File: src/rtl/fifo_destino.sv
// fifo_destino: output-side FIFO draining the VC pop arbiter, with back-pressure flags.
// Ports: clk, reset_L (async active-low), push/data_in write side,
//        pop/data_out/valid_out read side (1-cycle registered read),
//        full/almost_full/empty/almost_empty status, sticky error, count occupancy.
module fifo_destino #(
  parameter int DATA_WIDTH         = 6,
  parameter int ADDR_WIDTH         = 3,
  parameter int ALMOST_FULL_LEVEL  = 6,
  parameter int ALMOST_EMPTY_LEVEL = 1
) (
  input  logic                  clk,
  input  logic                  reset_L,
  input  logic                  push,
  input  logic [DATA_WIDTH-1:0] data_in,
  input  logic                  pop,
  output logic [DATA_WIDTH-1:0] data_out,
  output logic                  valid_out,
  output logic                  full,
  output logic                  almost_full,
  output logic                  empty,
  output logic                  almost_empty,
  output logic                  error,
  output logic [ADDR_WIDTH:0]   count
);
  localparam int DEPTH = 2**ADDR_WIDTH;
  localparam int CW = ADDR_WIDTH + 1;
  logic [DATA_WIDTH-1:0] mem [DEPTH];
  logic [ADDR_WIDTH-1:0] wr_q, wr_d, rd_q, rd_d;
  logic [ADDR_WIDTH:0]   cnt_q, cnt_d;
  logic [DATA_WIDTH-1:0] dout_q, dout_d;
  logic                  vld_q, err_q, err_d, push_ok, pop_ok;
  assign full         = cnt_q == CW'(DEPTH);
  assign empty        = cnt_q == '0;
  assign almost_full  = cnt_q >= CW'(ALMOST_FULL_LEVEL);
  assign almost_empty = cnt_q <= CW'(ALMOST_EMPTY_LEVEL);
  assign data_out     = dout_q;
  assign valid_out    = vld_q;
  assign error        = err_q;
  assign count        = cnt_q;
  // A push into a full FIFO is still accepted when a pop frees a slot on the same edge;
  // an empty FIFO never reads through a word being written this edge.
  assign pop_ok  = pop && !empty;
  assign push_ok = push && (!full || pop_ok);
  always_comb begin
    wr_d   = push_ok ? wr_q + 1'b1 : wr_q;
    rd_d   = pop_ok ? rd_q + 1'b1 : rd_q;
    cnt_d  = cnt_q + CW'(push_ok) - CW'(pop_ok);
    dout_d = pop_ok ? mem[rd_q] : dout_q;
    err_d  = err_q || (push && !push_ok) || (pop && empty);
  end
  always_ff @(posedge clk or negedge reset_L)
    if (!reset_L) begin
      wr_q   <= '0;
      rd_q   <= '0;
      cnt_q  <= '0;
      dout_q <= '0;
      vld_q  <= 1'b0;
      err_q  <= 1'b0;
    end else begin
      wr_q   <= wr_d;
      rd_q   <= rd_d;
      cnt_q  <= cnt_d;
      dout_q <= dout_d;
      vld_q  <= pop_ok;
      err_q  <= err_d;
    end
  always_ff @(posedge clk)
    if (push_ok) mem[wr_q] <= data_in;
endmodule

File: config.mk
export PLATFORM = sky130hd
export DESIGN_NAME = fifo_destino
export DESIGN_NICKNAME = d
export VERILOG_FILES = /design/src/rtl/fifo_destino.sv
export SDC_FILE = /design/constraint.sdc
export NUM_CORES = 1
export LEC_CHECK = 0
export CAP_MARGIN = 20
export CORE_MARGIN = 5
export CORE_UTILIZATION = 30
export DETAILED_ROUTE_END_ITERATION = 8
export SLEW_MARGIN = 0
export SYNTH_ARGS = -nofsm -noshare
export SYNTH_HDL_FRONTEND = slang
export SYNTH_SLANG_ARGS = --single-unit
export TNS_END_PERCENT = 100
File: constraint.sdc
create_clock -name clk -period 2.2 [get_ports clk]
set_input_delay 0.44 -clock clk [delete_from_list [all_inputs] [get_ports clk]]
set_output_delay 0.44 -clock clk [all_outputs]
set_load 0.03 [all_outputs]
Yosys cells after proc, flatten, opt, wreduce, memory -nomap -nowiden

Memories as Yosys holds them, arrays and structs flattened. A register that Yosys moved wholly into a read port is not among the register bits.
Index checks and enable logic that the tools add are counted.

Register bits: 12
Word-level logic and storage cells: 27
Bits in writable memories: 48
Input port bits: 10
Output and inout port bits: 16
Memories kept: 1

Equality and inequality tests: 1
Reductions and logical operators: 12
$lt $le $gt $ge: 2
Multiplexer cells: 2
Add/subtract/negate cells: 4

Memories:

| name | depth | bits a word | rd ports | clocked after Yosys merged registers in | write ports | RTL line | text |
|---|---|---|---|---|---|---|---|
| mem  | 8     | 6           | 1        | 1                                       | 1           | 27       | `logic [DATA_WIDTH-1:0] mem [DEPTH];` |

Operator list:

| kind                  | number |
|---|---|
| $add A3 B1 Y3 const B | 2 |
| $add A4 B1 Y4         | 1 |
| $eq A4 B4 Y1 const B  | 1 |
| $ge A4 B3 Y1 const B  | 1 |
| $le A4 B1 Y1 const B  | 1 |
| $logic_and A1 B1 Y1   | 4 |
| $logic_not A1 Y1      | 4 |
| $logic_not A4 Y1      | 1 |
| $sub A4 B1 Y4         | 1 |
| $logic_or A1 B1 Y1    | 3 |
| $mux W1               | 2 |

Logic depth before layout (Yosys ltp)

Depth in word-level cells: 9
Depth in mapped cells: 11
Mapped depth without buffers: 10

Worst setup path before layout

OpenSTA, ideal clock, no wires.

Path type: reg-to-reg
Start: register cnt_q[2] (netlist: count[2])
End: register cnt_q[1] (netlist: count[1])
Path slack: -0.371 ns
Arrival time: 2.435 ns
Stages on the path, launching flop included: 10
Clock period less this slack: 2.571 ns
Buffers on the path: 1
Setup time: 0.136 ns
Required time: 2.064 ns
Cell sequence: dfrtp_1 -> inv_1 -> ha_1 -> nor3b_4 -> nand2b_1 -> buf_6 -> inv_4 -> o21ai_0 -> ha_1 -> fa_1

Word-level cells in the longest chain between the ends: 7
Elaborated cells between the ends (all ways): 9
Those cells by class: add/sub (2); eq/ne (1); reduce/logical (6)

Ends and longest elaborated chain:

| item                   | RTL line | text |
|---|---|---|
| start, declared        | 29       | `logic [ADDR_WIDTH:0] cnt_q, cnt_d;` |
| start signal, assigned | 62       | `cnt_q <= cnt_d;` |
| $logic_not A4 Y1 *     | 33       | `assign empty = cnt_q == '0;` |
| named net empty        | 20       | `output logic empty,` |
| $logic_not A1 Y1 *     | 42       | `assign pop_ok = pop && !empty;` |
| $logic_and A1 B1 Y1 *  | 42       |  |
| named net pop_ok       | 31       | `logic vld_q, err_q, err_d, push_ok, pop_ok;` |
| $logic_or A1 B1 Y1     | 43       | `assign push_ok = push && (!full \|\| pop_ok);` |
| $logic_and A1 B1 Y1    | 43       |  |
| $add A4 B1 Y4          | 47       | `cnt_d = cnt_q + CW'(push_ok) - CW'(pop_ok);` |
| $sub A4 B1 Y4 *        | 47       |  |
| named net cnt_d[1]     | 29       |  |

The timed path passes the listed nets; every way through them passes the cells marked *.
A chain may end at the register's enable or synchronous reset.

Worst setup path in the final report

Start: register cnt_q[2] (netlist: count[2])
End: output port almost_empty

Word-level cells in the longest chain between the ends: 1

Ends and longest elaborated chain:

| item          | RTL line | text |
|---|---|---|
| $le A4 B1 Y1  | 35       | `assign almost_empty = cnt_q <= CW'(ALMOST_EMPTY_LEVEL);` |
| end, declared | 21       | `output logic almost_empty,` |

No other way between the ends.

==> metrics.txt <==
number of synthesized register bits=66; reg2reg start=count[2]; Ant. Diodes=0; DP Area=between 3000 and 4000 um^2; Total GRT Usage=0.105; Syn Area/Cell=~16 um^2; # rows=35; # setup viols final=0; vias per cell=between 4 and 5; Slew Limit Fails=0; largest net degree at the start of global routing=27; Synth top cells by count=48 x edfxtp_1, 18 x dfrtp_1, 13 x mux2_2; DR pass1 iterations=4; minimum clock period=2.07 ns; Max-Slew Margin vs Limit=0.559; leakage power=roughly 1.3 nW; total die area=11,400 um^2; # DRC=0; Synthesized Nets=roughly 200; Final Hold Fails=0; Core ar.=9150 um^2; met1 WL=2520 um; YS warnings=0; # port buffers=25; crit path max fanout=4; Max Used Layer=met4; crit start category=flip-flop; drt initial violations=84; Power Density=1360 nW/um^2; WL/cell=16.1 um; Post-synth top flop=edfxtp_1; Post-synth ARST share=0.273; cell with the most instances after synthesis=edfxtp_1; kind of critical path=reg2out; endpoint class of the critical path=output port; IO Count=26; Reg clk slew, reported paths=approximately 0.070 ns; Post-Syn Area=about 2800 um^2; Root Driver=clkbuf_8; GR Overflow Total=0; maxcap violations=0; final core utilization=0.380; FF-to-FF End=count[2]; die height=approximately 110 um; worst r2r path cells=8; initial antenna violation count=0; cell taking the most area after synthesis=edfxtp_1; antenna-violating nets left=0; worst slew pin tran=0.659 ns; maximum operating frequency=between 0.4 and 0.5 GHz; Routed WL=5460 um; Area Overhead vs Synth=24.3%; placed instance count=321; H-tree lvl count=3; CTS Buffer Depth=2; Final Skew=0.0110 ns; worst-skew pair later-pin latency=0.35 ns; area of the multi-input gates=about 870 um^2; WP data required=approximately 1.8 ns; final cycle utilization of the critical path=0.942; sequential fraction of the synthesis area=0.677; Num Clock Sinks=between 60 and 70; post-route cell area=between 3000 and 4000 um^2; CTS buffer count=9; Seq. cell area=1890 um^2; Initial Util=0.306; fraction of layout cells with a size suffix above 1=0.250; first-pass GRT wire length=around 8800 um; number of synthesized flops with an enable pin=48; largest cells by area after synthesis=edfxtp_1 52%, dfrtp_1 16%, mux2_2 5.2%; CTS tree=yes; outcome=finished clean; setup slack on the worst flop-to-flop path=0.15 ns; Synth top area share=0.515; Post-Syn Instances=179; DR WL met3=237 um; vias in the first global route=approximately 1,600; placed wire-length estimate=between 3000 and 4000 um; number of fill cells=870; post-route insts no fill=339; gpl congestion=between 0.7 and 0.8; post-synth cell types=33; WL met2=between 2000 and 3000 um; Setup TNS Final=0 ns; DIE WIDTH=~110 um; crit path from=count[2]; setup repair after global routing missed its margin=false; Max rail drop VDD=0.370 mV; Critical Path AT=1.63 ns; via count=around 1,600; hold crit path type=in2async; final-stage net count=about 240
[layout by cell type, fill, tap and decap left out, types with 6 or more instances in the layout]
cell,instances
edfxtp_1,48
clkdlybuf4s50_1,21
dfrtp_1,16
buf_4,14
mux2_2,13
mux2i_1,12
clkbuf_8,10
nor2_1,7
ha_1,7
o22ai_1,6
a22o_1,6
o21ai_0,6
o31ai_1,6
[registers in the layout, indices dropped and copies added (netlist names)]
name,flops
error,1
data_out,6
wr_q,3
rd_q,3
valid_out,1
count,4
mem,48
[area by class of cell]
cell class                 count  area share
clock buffer                  11      0.0407
multi-input combinational    101       0.251
timing repair buffer          38      0.0990
tap                          111      0.0399
sequential                    66       0.545
inverter                       7     0.00900
clock inverter                 5      0.0158
[timing repair]
action                                  4_1_cts  5_1_grt
endpoints found under the setup margin        3        2
hold buffers                                  0        0
buffers inserted                              0        3
resized for setup                             6        1
cloned                                        0        0
[cells by family after synthesis]
group	Yosys count	share of synthesized area
flip-flops	66	0.677
adder cells (fa/ha/maj)	10	0.0474
buffers and inverters	12	0.0233
AND/OR/NAND/NOR	24	0.0488
AO/OA/AOI/OAI	35	0.0846
XOR/XNOR	6	0.0188
multiplexers	26	0.101
[critical path: stages (launching register included)]
cell	delay [ns]
dfrtp_2	0.42
inv_4	0.08
buf_4	0.10
ha_1	0.13
a21oi_1	0.04
a21oi_1	0.11
dlygate4sd2_1	0.41
[report_power, final]
part / switching (mW) / internal, mW / total, mW
sequential: 0.195 / 1.65 / 1.84
combinational: 1.03 / 0.849 / 1.88
clock: 0.448 / 0.550 / 0.998
[worst max-delay path by stage]
stage	to	slack (ns)
6_report	almost_empty	0.13
3_5_place_dp	count[3]	-0.17
2_1_floorplan	count[1]	-0.20
5_1_grt	almost_empty	0.06
4_1_cts	full	0.00006
3_3_place_gp	count[3]	-0.14
[layer usage]
metal | track usage | up-vias
met5 | 0 | -
met4 | 0.0521 | 0
met3 | 0.0346 | 11
met2 | 0.167 | 30
met1 | 0.129 | 766
li1 | - | 767
[per-stage QoR]
step	setup slack, ns	power (mW)	hold WS [ns]
final	0.128	4.71	0.438
after global routing	0.0576	5.02	0.459
after CTS	0.0000566	4.73	0.434
after detailed placement	-0.172	3.73	0.479
after global placement	-0.140	3.70	0.471
after floorplan	-0.203	3.11	0.144
Note: power is estimated with default switching activity, not from simulation.
